<file path="src/rtl/csr_trap_unit.sv">
// Machine-mode CSR file and trap controller for the RV32I core.
// Owns the M-mode trap CSRs, arbitrates interrupts, and issues a one-cycle PC redirect.
module csr_trap_unit #(
  parameter int          NUM_LOCAL_IRQ = 16,
  parameter bit          VECTORED_EN   = 1'b1,
  parameter logic [31:0] RESET_MTVEC   = 32'h0000_0000,
  parameter int          LW            = (NUM_LOCAL_IRQ > 0) ? NUM_LOCAL_IRQ : 1
) (
  input  logic          clk,
  input  logic          rst,
  input  logic          csr_req_i,
  input  logic [2:0]    csr_op_i,
  input  logic [11:0]   csr_addr_i,
  input  logic [31:0]   csr_wdata_i,
  output logic [31:0]   csr_rdata_o,
  output logic          csr_illegal_o,
  input  logic          exc_valid_i,
  input  logic [30:0]   exc_code_i,
  input  logic [31:0]   exc_pc_i,
  input  logic [31:0]   exc_tval_i,
  input  logic          mret_i,
  input  logic          irq_sw_i,
  input  logic          irq_timer_i,
  input  logic          irq_ext_i,
  input  logic [LW-1:0] irq_local_i,
  output logic          irq_req_o,
  output logic          irq_pending_o,
  input  logic          irq_ack_i,
  output logic          trap_valid_o,
  output logic [31:0]   trap_pc_o
);

  localparam logic [11:0] ADDR_MSTATUS  = 12'h300;
  localparam logic [11:0] ADDR_MIE      = 12'h304;
  localparam logic [11:0] ADDR_MTVEC    = 12'h305;
  localparam logic [11:0] ADDR_MSCRATCH = 12'h340;
  localparam logic [11:0] ADDR_MEPC     = 12'h341;
  localparam logic [11:0] ADDR_MCAUSE   = 12'h342;
  localparam logic [11:0] ADDR_MTVAL    = 12'h343;
  localparam logic [11:0] ADDR_MIP      = 12'h344;

  localparam logic [31:0] LOCAL_MASK = ((32'h1 << NUM_LOCAL_IRQ) - 32'h1) << 16;
  localparam logic [31:0] MIE_MASK   = LOCAL_MASK | 32'h0000_0888;

  function automatic logic [31:0] legal_mtvec(input logic [31:0] v);
    legal_mtvec = v & {30'h3FFF_FFFF, 1'b0, VECTORED_EN};
  endfunction

  logic        mstatus_mie_r;
  logic        mstatus_mpie_r;
  logic [31:0] mie_r;
  logic [31:0] mip_r;
  logic [31:0] mtvec_r;
  logic [31:0] mscratch_r;
  logic [31:0] mepc_r;
  logic [31:0] mcause_r;
  logic [31:0] mtval_r;
  logic        trap_valid_r;
  logic [31:0] trap_pc_r;

  logic [31:0] rdata_s;
  logic        addr_ok_s;
  logic [31:0] wr_val_s;
  logic        illegal_s;
  logic        csr_we_s;
  logic [31:0] mip_next_s;
  logic [31:0] irq_pend_s;
  logic        local_hit_s;
  logic [4:0]  local_code_s;
  logic [4:0]  irq_code_s;
  logic        take_exc_s;
  logic        take_irq_s;
  logic        take_mret_s;
  logic [31:0] mtvec_base_s;
  logic [31:0] irq_target_s;
  logic        unused_s;

  // CSR read mux and address decode
  always_comb begin
    rdata_s   = 32'h0000_0000;
    addr_ok_s = 1'b1;
    case (csr_addr_i)
      ADDR_MSTATUS:  rdata_s = {19'h0, 2'b11, 3'b000, mstatus_mpie_r, 3'b000, mstatus_mie_r, 3'b000};
      ADDR_MIE:      rdata_s = mie_r;
      ADDR_MTVEC:    rdata_s = mtvec_r;
      ADDR_MSCRATCH: rdata_s = mscratch_r;
      ADDR_MEPC:     rdata_s = mepc_r;
      ADDR_MCAUSE:   rdata_s = mcause_r;
      ADDR_MTVAL:    rdata_s = mtval_r;
      ADDR_MIP:      rdata_s = mip_r;
      default:       addr_ok_s = 1'b0;
    endcase
  end

  // Read-modify-write operand; funct3[2] only selects the immediate form
  always_comb begin
    case (csr_op_i[1:0])
      2'b01:   wr_val_s = csr_wdata_i;
      2'b10:   wr_val_s = rdata_s | csr_wdata_i;
      2'b11:   wr_val_s = rdata_s & ~csr_wdata_i;
      default: wr_val_s = rdata_s;
    endcase
  end

  assign illegal_s = csr_req_i & (~addr_ok_s | (csr_op_i[1:0] == 2'b00));

  // Gather interrupt sources into their mip bit positions
  always_comb begin
    mip_next_s     = 32'h0000_0000;
    mip_next_s[3]  = irq_sw_i;
    mip_next_s[7]  = irq_timer_i;
    mip_next_s[11] = irq_ext_i;
    for (int i = 0; i < NUM_LOCAL_IRQ; i++) begin
      mip_next_s[16+i] = irq_local_i[i];
    end
  end

  assign irq_pend_s    = mip_r & mie_r;
  assign irq_pending_o = |irq_pend_s;
  assign irq_req_o     = mstatus_mie_r & irq_pending_o;
  assign local_hit_s   = |(irq_pend_s & LOCAL_MASK);

  // Highest-numbered local source wins, then MEI, MSI, MTI
  always_comb begin
    local_code_s = 5'd0;
    for (int i = 0; i < NUM_LOCAL_IRQ; i++) begin
      local_code_s = irq_pend_s[16+i] ? 5'(16 + i) : local_code_s;
    end
    if (local_hit_s) begin
      irq_code_s = local_code_s;
    end else if (irq_pend_s[11]) begin
      irq_code_s = 5'd11;
    end else if (irq_pend_s[3]) begin
      irq_code_s = 5'd3;
    end else if (irq_pend_s[7]) begin
      irq_code_s = 5'd7;
    end else begin
      irq_code_s = 5'd0;
    end
  end

  assign take_exc_s   = exc_valid_i;
  assign take_irq_s   = ~exc_valid_i & irq_ack_i & irq_req_o;
  assign take_mret_s  = ~exc_valid_i & ~take_irq_s & mret_i;
  assign csr_we_s     = csr_req_i & ~illegal_s & ~(exc_valid_i | take_irq_s | mret_i);
  assign mtvec_base_s = {mtvec_r[31:2], 2'b00};
  assign irq_target_s = mtvec_r[0] ? (mtvec_base_s + {25'h0, irq_code_s, 2'b00}) : mtvec_base_s;

  // Architectural state update: trap entry, mret, then CSR writes
  always_ff @(posedge clk) begin
    if (rst) begin
      mstatus_mie_r  <= 1'b0;
      mstatus_mpie_r <= 1'b0;
      mie_r          <= 32'h0000_0000;
      mip_r          <= 32'h0000_0000;
      mtvec_r        <= legal_mtvec(RESET_MTVEC);
      mscratch_r     <= 32'h0000_0000;
      mepc_r         <= 32'h0000_0000;
      mcause_r       <= 32'h0000_0000;
      mtval_r        <= 32'h0000_0000;
      trap_valid_r   <= 1'b0;
      trap_pc_r      <= 32'h0000_0000;
    end else begin
      mip_r        <= mip_next_s;
      trap_valid_r <= 1'b0;
      if (take_exc_s) begin
        mepc_r         <= exc_pc_i & 32'hFFFF_FFFC;
        mcause_r       <= {1'b0, exc_code_i};
        mtval_r        <= exc_tval_i;
        mstatus_mpie_r <= mstatus_mie_r;
        mstatus_mie_r  <= 1'b0;
        trap_valid_r   <= 1'b1;
        trap_pc_r      <= mtvec_base_s;
      end else if (take_irq_s) begin
        mepc_r         <= exc_pc_i & 32'hFFFF_FFFC;
        mcause_r       <= {1'b1, 26'h0, irq_code_s};
        mtval_r        <= 32'h0000_0000;
        mstatus_mpie_r <= mstatus_mie_r;
        mstatus_mie_r  <= 1'b0;
        trap_valid_r   <= 1'b1;
        trap_pc_r      <= irq_target_s;
      end else if (take_mret_s) begin
        mstatus_mie_r  <= mstatus_mpie_r;
        mstatus_mpie_r <= 1'b1;
        trap_valid_r   <= 1'b1;
        trap_pc_r      <= mepc_r;
      end else if (csr_we_s) begin
        case (csr_addr_i)
          ADDR_MSTATUS: begin
            mstatus_mie_r  <= wr_val_s[3];
            mstatus_mpie_r <= wr_val_s[7];
          end
          ADDR_MIE:      mie_r      <= wr_val_s & MIE_MASK;
          ADDR_MTVEC:    mtvec_r    <= legal_mtvec(wr_val_s);
          ADDR_MSCRATCH: mscratch_r <= wr_val_s;
          ADDR_MEPC:     mepc_r     <= wr_val_s & 32'hFFFF_FFFC;
          ADDR_MCAUSE:   mcause_r   <= wr_val_s;
          ADDR_MTVAL:    mtval_r    <= wr_val_s;
          default:       mscratch_r <= mscratch_r;
        endcase
      end
    end
  end

  assign csr_rdata_o   = rdata_s;
  assign csr_illegal_o = illegal_s;
  assign trap_valid_o  = trap_valid_r;
  assign trap_pc_o     = trap_pc_r;
  assign unused_s      = csr_op_i[2];

endmodule
</file>
<file path="config.mk">
export PLATFORM = sky130hd
export DESIGN_NAME = csr_trap_unit
export DESIGN_NICKNAME = d
export VERILOG_FILES = /design/src/rtl/csr_trap_unit.sv
export SDC_FILE = /design/constraint.sdc
export NUM_CORES = 1
export LEC_CHECK = 0
export CAP_MARGIN = 20
export CORE_MARGIN = 2
export CORE_UTILIZATION = 40
export CTS_CLUSTER_SIZE = 16
export DETAILED_ROUTE_END_ITERATION = 12
export GPL_TIMING_DRIVEN = 0
export SLEW_MARGIN = 10
export SYNTH_ARGS = -nofsm -noshare
export SYNTH_HDL_FRONTEND = slang
export SYNTH_SLANG_ARGS = --single-unit
</file>
<file path="constraint.sdc">
create_clock -name clk -period 5.11 [get_ports clk]
set_clock_uncertainty 0.1 [all_clocks]
set_input_delay 1.022 -clock clk [delete_from_list [all_inputs] [get_ports clk]]
set_output_delay 1.022 -clock clk [all_outputs]
set_load 0.01 [all_outputs]
</file>
# [After elaboration in Yosys (flattened, before gate mapping)]
# Index checks and enable logic that the tools add are counted.
# Widths: inputs -> output; s select.
[totals] register_bits=243 input_bits=167 out_inout_bits=68 word_cells=129
[classes] add_sub_neg=1 n_eq_ne=13 muxes=53 bitwise_logic=21 reduce_logical=27
[op_table] op="$mux 32" count=18
[op_table] op="$pmux 32 s8" count=1
[op_table] op="$eq 12x10->1 const B" count=8
[op_table] op="$pmux 32 s3" count=1
[op_table] op="$mux 5" count=17
[op_table] op="$and 32x32->32" count=2
[op_table] op="$add 32x7->32" count=1
[op_table] op="$not 32->32" count=1
[op_table] op="$or 32x32->32" count=1
[op_table] op="$reduce_or 32->1" count=1
[op_table] op="$mux 31" count=1
[op_table] op="$reduce_or 16->1" count=1
[op_table] op="$reduce_and 5->1" count=3
[op_table] op="$reduce_bool 3->1" count=5
[op_table] op="$mux 1" count=12
[op_table] op="$reduce_and 3->1" count=4
[op_table] op="$reduce_bool 2->1" count=5
[op_table] op="$and 1x1->1" count=8
[op_table] op="$reduce_bool 4->1" count=2
[op_table] op="$reduce_or 8->1" count=1
[op_table] op="$mux 3" count=2
[op_table] op="$not 1->1" count=6
[op_table] op="$eq 2x2->1 const B" count=2
[op_table] op="$mux 4" count=1
[op_table] op="8 further kinds" count=11

# [Longest topological paths before layout]
# Gate-level depths: netlist of run 1.
[depth] ltp_word=22 depth_mapped=16 depth_no_buf=16

# [Least setup slack after synthesis of run 1]
# OpenSTA, ideal clock, no wires.
[synth_timing] path_kind="input to output" from="in csr_addr_i[1]" to="out csr_rdata_o[15]" arrival_ns=2.443 t_required_ns=3.988 slack_ns=1.545 stages=7 n_path_buf=4 path_cell_list="clkbuf_1 -> and4bb_2 -> buf_2 -> buf_2 -> buf_1 -> a22oi_1 -> nor2_1"
[synth_between] elab_chain_cells=2 elab_cells_between_ends=9 classes_between="eq/ne (8); mux (1)"
[synth_lines] item="start: declaration" line="13" source="input logic [11:0] csr_addr_i,"
[synth_lines] item="$eq 12x10->1" line="82" source="case (csr_addr_i)"
[synth_lines] item="$pmux 32 s8 *" line="82"
[synth_lines] item="end: declaration" line="15" source="output logic [31:0] csr_rdata_o,"
# Every way passes the cells marked *; elsewhere a longest branch is shown, timed or not.

# [Worst setup path after layout of run 1]
[layout_timing] from="in csr_addr_i[6]" to="out csr_rdata_o[11]"
# The elaborated chain is that of the path after synthesis.

==> results of run 1 <==
[registers in the layout (all words and copies together) (netlist names)]
| register | cells |
|---|---|
| trap_pc_o | 30 |
| mie_r | 19 |
| mepc_r | 30 |
| mtval_r | 32 |
| mstatus_mie_r | 1 |
| trap_valid_o | 1 |
| mscratch_r | 32 |
| mcause_r | 32 |
| mip_r | 19 |
| mtvec_r | 31 |
| mstatus_mpie_r | 1 |
[logic make-up (layout without fill, tap and decap cells)]
family / after synthesis / count (layout)
compound gates: 463 / 463
xor+xnor: 33 / 33
fa+ha+maj: 6 / 6
buf+inv: 175 / 449
flops: 228 / 228
mux: 72 / 72
other cells: 1 / 4
simple gates: 588 / 588
[path summary, 6_finish.rpt]
kind                 startpoint               to  slack, ns  cells past startpoint
hold / removal    mscratch_r[1]    mscratch_r[1]       0.35                      2
setup / recovery  csr_addr_i[6]  csr_rdata_o[11]       0.01                      9
hold reg to reg   mscratch_r[1]    mscratch_r[1]       0.35                      2
setup reg to reg      mie_r[21]    trap_pc_o[18]       0.74                     16
[metal layers]
layer  vias up  part of all wire [%]  track usage (%)
met5         -                     0                0
met4         0                   4.3             15.2
met3       146                   9.6             6.97
met2       876                    43             58.0
met1      6790                    43             53.4
li1       6236                     -                -
[power by group]
| part | total (uW) | internal [uW] | switching (uW) |
|---|---|---|---|
| Clock | 2080 | 1250 | 833 |
| Combinational | 715 | 301 | 415 |
| Sequential | 1920 | 1850 | 70.5 |
| Total | 4710 | 3390 | 1320 |
[through the flow]
stage,instances,power (uW),cell area [sq um],worst slack (ns),setup TNS [ns]
global route,2244,4810,16600,-0.000482,-0.000482
detailed placement,2197,2640,15600,-0.509,-4.63
floorplan,1567,2260,12800,1.54,0
CTS,2243,4690,16500,0.00695,0
finish,2245,4710,16600,0.0120,0
global placement,2193,2640,15600,-0.538,-4.88
[placed cells by master, fill, tap and decap left out, types with 28 or more instances in the layout]
master                            instances
sky130_fd_sc_hd__nand2_1                166
sky130_fd_sc_hd__mux2_2                  32
sky130_fd_sc_hd__dfxtp_1                228
sky130_fd_sc_hd__clkbuf_1                77
sky130_fd_sc_hd__nand3_1                 30
sky130_fd_sc_hd__inv_1                   28
sky130_fd_sc_hd__a211oi_1                81
sky130_fd_sc_hd__nor2_1                 189
sky130_fd_sc_hd__clkdlybuf4s50_1        224
sky130_fd_sc_hd__nor2b_1                 28
sky130_fd_sc_hd__xnor2_1                 31
sky130_fd_sc_hd__o21ai_0                 59
sky130_fd_sc_hd__a22oi_1                 62
sky130_fd_sc_hd__buf_2                   41
sky130_fd_sc_hd__nor3_1                  59
sky130_fd_sc_hd__a21oi_1                 92
[area by class of cell]
class                   instances  share of cell area (%)
flip-flops and latches        228                    27.6
well taps                     402                    3.04
multi-input cells            1164                    45.0
clock buffers                  31                    4.29
repair buffers                228                    13.7
inverters                      28                   0.634
plain buffers                 146                    4.46
clock inverters                16                    1.34
diodes                          2                  0.0302
[worst max-delay path, cell delays in order]
cell	delay (ns)
sky130_fd_sc_hd__clkdlybuf4s50_1	0.63
sky130_fd_sc_hd__buf_2	0.31
sky130_fd_sc_hd__clkbuf_4	0.30
sky130_fd_sc_hd__buf_4	0.26
sky130_fd_sc_hd__nand3b_1	0.12
sky130_fd_sc_hd__a21oi_1	0.26
sky130_fd_sc_hd__o21ai_0	0.16
sky130_fd_sc_hd__a31oi_2	0.31
sky130_fd_sc_hd__clkdlybuf4s50_1	0.59
==> Flow_metrics.wiki, run 1 <==
{| class="wikitable"
! Metric !! Value
|-
| Synth-to-layout area growth || 29.1%
|-
| Static leakage || 0.00577 uW
|-
| Number of antenna violations at the first check in global routing || 2
|-
| Worst setup path category || in -> out
|-
| Synth cell count leaders || sky130_fd_sc_hd__dfxtp_1, sky130_fd_sc_hd__nor2_1, sky130_fd_sc_hd__nand2_1
|-
| Ranking of synthesized cells by area || sky130_fd_sc_hd__dfxtp_1, sky130_fd_sc_hd__nor2_1, sky130_fd_sc_hd__nand2_1
|-
| Utilization of the core after routing || 52.5%
|-
| Horizontal die dimension || between 150 and 200 microns
|-
| GRT Overall Usage || a little under two fifths
|-
| Cell count after synthesis || ~1600
|-
| Number of detailed-routing iterations run before antenna repair || 5
|-
| Overall via count from detail_route || 14000
|-
| Core Box Area || 31600 sq um
|-
| Synthesized-area fraction occupied by ao, oa, aoi and oai cells || 26.1%
|-
| Power density relative to cell area || 285 nW/um^2
|-
| Total length of routed wires || 65.2 mm
|-
| Number of hold-slack violations in the final timing report || 0
|-
| Largest area contributor in the netlist || sky130_fd_sc_hd__dfxtp_1
|-
| Number of violations of the max-capacitance limit || 0
|-
| Global-route wire length before repair || 93.0 mm
|-
| Combined flip-flop and latch cell area || between 4000 and 5000 sq um
|-
| Worst-case headroom to the max-slew limit || roughly 18%
|-
| Routed length per instance || 29.1 microns
|-
| Largest family of logic cells by synthesized area || compound AO/OA/AOI/OAI gates
|-
| Final critical-path required period || around 5.1 ns
|-
| Share of post-route cells with drive strength above 1 || 11.4%
|-
| Area share of the largest cell type after synthesis || 35.6%
|-
| I/O pin total || roughly 240
|-
| Worst setup EP type || output pin
|-
| Fraction of the mapped netlist area in adder cells || 0.644%
|-
| Highest net fanout along the worst path || 10
|-
| Clock edge transition at the registers on the reported setup and hold paths || ~0.060 ns
|-
| TritonCTS clock tree || done
|-
| Count of flip-flops with a built-in enable after synthesis || 0
|-
| Filler cell count || about 3000
|-
| Crit path launch type || input port
|-
| IR Drop Worst-Case VDD || 0.238 mV
|-
| Maximum number of pins on one net before global-route repair || 19
|-
| Class of the tightest hold or removal check || reg -> reg
|-
| Yosys warning total || 0
|-
| Actual slew at the worst max-slew pin || approximately 1.2 ns
|-
| Nets || 1996
|-
| Hold bufs inserted after CTS || 0
|-
| Initial core utilization || around two fifths
|-
| Die Height || approximately 180 microns
|-
| Placement Rows || 65
|-
| Residual DRC count || 0
|-
| Synthesized-area fraction occupied by xor and xnor cells || 2.25%
|-
| Worst path required time || around 4 ns
|-
| Number of gates resized after CTS || 3
|-
| Routed Antenna Nets || 0
|-
| Netlist area before placement || 12800 sq um
|-
| Violation count after the first detailed-route iteration || around 1800
|-
| Period Utilization, post-route || around 100%
|-
| Clock buffers created by TritonCTS || 27
|-
| Number of distinct library cell variants in the gate-level netlist after synthesis || 77
|-
| Count leader, synth || sky130_fd_sc_hd__dfxtp_1
|-
| Number of buffers on the longest clock path || 3
|-
| Mux share of post-synthesis cell area || between 7 and 8%
|-
| Most used flip-flop cell after synthesis || sky130_fd_sc_hd__dfxtp_1
|-
| Total setup buffers inserted after CTS || 0
|-
| Total setup violations reported at the end of the flow || 0
|-
| Clock root buffer master || sky130_fd_sc_hd__clkbuf_16
|-
| Latest clock arrival within the worst-skew pair || 0.56 ns
|-
| Placer's final routability congestion estimate || 1.01
|-
| Synthesized area per cell || between 8 and 9 sq um
|-
| Fin Hold WS || between 0.3 and 0.4 ns
|-
| Final global-route overflow total || 0
|-
| Area used by multi-input combinational logic || between 7000 and 8000 sq um
|-
| Detailed-placement wirelength estimate || ~51 mm
|-
| Highest clock frequency the design can meet || a little under 200 MHz
|-
| Number of synthesized register bits || around 230
|-
| Proportion of register bits with asynchronous set or reset after synthesis || 0%
|-
| Synthesized-area fraction occupied by and/or/nand/nor cells || a little over a fifth
|-
| Via count of the first global-routing pass || around 13000
|-
| DIE AREA || 33500 sq um
|-
| Share of the yosys chip area belonging to registers || 35.6%
|-
| Final number of max-transition violations || 0
|-
| Arrival time of the worst setup path || roughly 4.0 ns
|-
| Per-cell via count in the routed design || between 6 and 7
|-
| Run status || finished, final reports clean
|-
| Total number of clock tree sinks || 228
|-
| Count of buffers from port buffering || roughly 220
|-
| H-Tree Level Count || 1
|}
Note: power is estimated with default switching activity, not from simulation.
==> inputs of run 2 (changes only) <==
--- a/config.mk
+++ b/config.mk
@@ -5,6 +5,7 @@
 export SDC_FILE = /design/constraint.sdc
 export NUM_CORES = 1
 export LEC_CHECK = 0
+export ABC_AREA = 1
 export CAP_MARGIN = 20
 export CORE_MARGIN = 2
 export CORE_UTILIZATION = 40
==> run 2 against run 1 <==
Net effect: die area up 0.78%; sequential cell count unchanged; synthesized cell count up 35%; clock power down 5%; combinational power down 13%; sequential power about the same; count of clock-buffer cells in the layout up 9; register-to-register slack worse by 0.02 ns; power down 4.1%; critical path type unchanged; first-iteration DRC count up 22%; sequential share of layout area down 0.19 points; core utilization up 0.094 points.
==> Flow_metrics.wiki, run 2 <==
{| class="wikitable"
! Metric !! Value
|-
| Number of antenna violations at the first check in global routing || 1
|-
| Ranking of synthesized cells by area || sky130_fd_sc_hd__dfxtp_1, sky130_fd_sc_hd__nand2_1, sky130_fd_sc_hd__o21ai_0
|-
| Total placed cells including tap cells || 2739
|-
| Clock edge transition at the registers on the reported setup and hold paths || roughly 0.050 ns
|-
| FF-to-FF End || trap_pc_o[22]
|-
| IR Drop Worst-Case VDD || between 0.2 and 0.3 mV
|-
| Setup slack, reg-to-reg || between 0.7 and 0.8 ns
|-
| Routed length per instance || 22.9 microns
|-
| Number of detailed-routing iterations run before antenna repair || 6
|-
| I/O pin total || 235
|-
| Arrival time of the worst setup path || approximately 3.9 ns
|-
| Filler cell count || approximately 3300
|-
| Final global-route overflow total || 0
|-
| Hold Startpoint || mscratch_r[28]
|-
| Clock root buffer master || sky130_fd_sc_hd__clkbuf_16
|-
| Combined flip-flop and latch cell area || between 4000 and 5000 sq um
|-
| Core Box Area || about 32000 sq um
|-
| Latest clock arrival within the worst-skew pair || 0.55 ns
|-
| Number of hold-slack violations in the final timing report || 0
|-
| TritonCTS clock tree || done
|-
| Cell Count, Final, Fillers Out || about 2800
|-
| Synth cell count leaders || sky130_fd_sc_hd__nand2_1, sky130_fd_sc_hd__nor2_1, sky130_fd_sc_hd__o21ai_0
|-
| Largest area contributor in the netlist || sky130_fd_sc_hd__dfxtp_1
|-
| Number of violations of the max-capacitance limit || 0
|-
| Count of flip-flops with a built-in enable after synthesis || 0
|-
| Crit path launch type || input port
|-
| Accumulated negative setup slack || 0 ns
|-
| Cell count after synthesis || between 2000 and 2500
|-
| Class of the tightest hold or removal check || reg -> reg
|-
| Yosys warning total || 0
|-
| Launch instance of the worst register-to-register path || mip_r[17]
|-
| Total setup violations reported at the end of the flow || 0
|-
| Logic depth of the worst register-to-register path || 32
|-
| Nets || 2544
|-
| Placer's final routability congestion estimate || 0.999
|-
| Share of the yosys chip area belonging to registers || between 30% and 40%
|-
| Clock buffers created by TritonCTS || 28
|-
| Maximum number of pins on one net before global-route repair || 14
|-
| Overall via count from detail_route || approximately 16000
|-
| Initial core utilization || about two fifths
|-
| Synthesized area per cell || approximately 6 sq um
|-
| Synth-to-layout area growth || 29.0%
|-
| Worst-case headroom to the max-slew limit || 29.1%
|-
| Violation count after the first detailed-route iteration || 2153
|-
| Count of buffers from port buffering || roughly 230
|-
| Area share of the largest cell type after synthesis || a little over a third
|-
| Placement Rows || 65
|-
| Total length of routed wires || 64.0 mm
|-
| Proportion of register bits with asynchronous set or reset after synthesis || 0%
|-
| Static leakage || slightly above 0.007 uW
|-
| Via count of the first global-routing pass || about 15000
|-
| Detailed-placement wirelength estimate || 50.1 mm
|-
| Horizontal die dimension || about 180 microns
|-
| Worst path required time || 3.99 ns
|-
| Area used by multi-input combinational logic || 7150 sq um
|-
| Netlist area before placement || 12900 sq um
|-
| Most common cell after layout, fill and taps aside || sky130_fd_sc_hd__nand2_1
|-
| Actual slew at the worst max-slew pin || between 1 and 1.5 ns
|-
| Share of post-route cells with drive strength above 1 || around 4.9%
|-
| DIE AREA || about 34000 sq um
|-
| Worst setup path category || in -> out
|-
| Highest clock frequency the design can meet || 198 MHz
|-
| Worst setup EP type || output pin
|-
| Total inserted antenna cells || 0
|-
| Count leader, synth || sky130_fd_sc_hd__nand2_1
|-
| Run status || finished, final reports clean
|-
| Period Utilization, post-route || about 100%
|-
| Number of synthesized register bits || approximately 230
|-
| Per-cell via count in the routed design || 5.65
|-
| Commonest non-fill, non-tap cells in the layout || sky130_fd_sc_hd__nand2_1, sky130_fd_sc_hd__nor2_1, sky130_fd_sc_hd__o21ai_0
|-
| Worst Hold Depth || 2
|-
| Sink of the worst hold path || mscratch_r[28]
|-
| Final number of max-transition violations || 0
|-
| Residual DRC count || 0
|-
| GRT Overall Usage || 37.2%
|-
| Biggest registers after layout || mcause_r x32, mscratch_r x32, mtval_r x32
|-
| Global-route wire length before repair || between 90 and 100 mm
|-
| Number of distinct library cell variants in the gate-level netlist after synthesis || 45
|-
| Power density relative to cell area || 271 nW/um^2
|-
| Highest net fanout along the worst path || 10
|-
| Post-route total power || between 4000 and 5000 uW
|-
| Most used flip-flop cell after synthesis || sky130_fd_sc_hd__dfxtp_1
|-
| Total number of clock tree sinks || about 230
|-
| Number of buffers on the longest clock path || 3
|-
| Final critical-path required period || 5.04 ns
|-
| Die Height || ~180 microns
|-
| Routed Antenna Nets || 0
|-
| Unrepaired setup endpoints after global routing || no
|-
| H-Tree Level Count || 1
|}
[run 2: stage by stage]
stage	worst slack, ns	cell area (sq um)	hold slack [ns]	utilization, %
floorplan	1.68	12900	0.325	-
global placement	-0.160	15700	0.335	49.6
detailed placement	-0.138	15700	0.341	49.6
CTS	0.0121	16600	0.349	52.4
global route	0.0259	16700	0.372	52.6
finish	0.0689	16700	0.351	52.6
[run 2: layout make-up]
class                      instances  area share (%)
buffer                           121            3.22
clock buffer                      40            4.96
clock inverter                     9           0.435
inverter                         187            4.23
multi-input combinational       1572            42.9
sequential                       228            27.4
tap                              402            3.02
timing repair buffer             233            13.9
[run 2: cells by family (layout without fill, tap and decap cells)]
group                      after synthesis  in the layout  synth area share, %
and+or+nand+nor                       1011           1011                 31.5
adders and majority gates                6              6                0.638
other                                    1              2               0.0290
buffers and inverters                  309            590                 9.54
DFF                                    228            228                 35.3
AOI/OAI and AO/OA                      538            538                 22.0
xor gates and xnor gates                15             15                 1.02
[run 2: worst max path at each step]
stage | startpoint | end | slack [ns] | cells past startpoint
floorplan | csr_addr_i[2] | csr_rdata_o[10] | 1.68 | 9
global placement | csr_addr_i[6] | csr_rdata_o[6] | -0.16 | 10
detailed placement | csr_addr_i[3] | csr_rdata_o[6] | -0.14 | 11
CTS | csr_addr_i[9] | csr_rdata_o[16] | 0.01 | 11
global route | csr_addr_i[6] | csr_rdata_o[6] | 0.03 | 10
finish | csr_addr_i[0] | csr_rdata_o[12] | 0.07 | 11
[run 2: power by group]
group	leakage [uW]	internal, uW	switching, uW	total [uW]
registers	0.00187	1850	61.8	1920
clock network	0.000448	1160	818	1980
logic	0.00482	245	377	622
total	0.00714	3260	1260	4520
[run 2: per-layer routing]
metal | part of all wire (%) | track usage [%] | up-vias
met4 | 3.3 | 11.2 | 0
met2 | 42 | 56.1 | 968
li1 | - | - | 7373
met1 | 44 | 54.0 | 7321
met3 | 11 | 6.52 | 125
met5 | 0 | 0 | -
[run 2: critical path: stages]
cell and delay [ns]:
sky130_fd_sc_hd__clkdlybuf4s50_1 0.53, sky130_fd_sc_hd__inv_1 0.07, sky130_fd_sc_hd__nor2_1 0.25, sky130_fd_sc_hd__nand2_1 0.08, sky130_fd_sc_hd__nor2_1 0.12, sky130_fd_sc_hd__nand2_1 0.20, sky130_fd_sc_hd__clkbuf_1 0.38, sky130_fd_sc_hd__o21ai_1 0.45
sky130_fd_sc_hd__a21oi_1 0.08, sky130_fd_sc_hd__nand4_1 0.15, sky130_fd_sc_hd__clkdlybuf4s50_1 0.56
[run 2: timing repair]
action                                  in CTS  in global routing
setup buffers                                0                  5
gates resized for setup                      3                 13
hold buffers                                 0                  0
endpoints found under the setup margin      11                 24
cloned                                       0                  0
pin swaps                                    0                  1
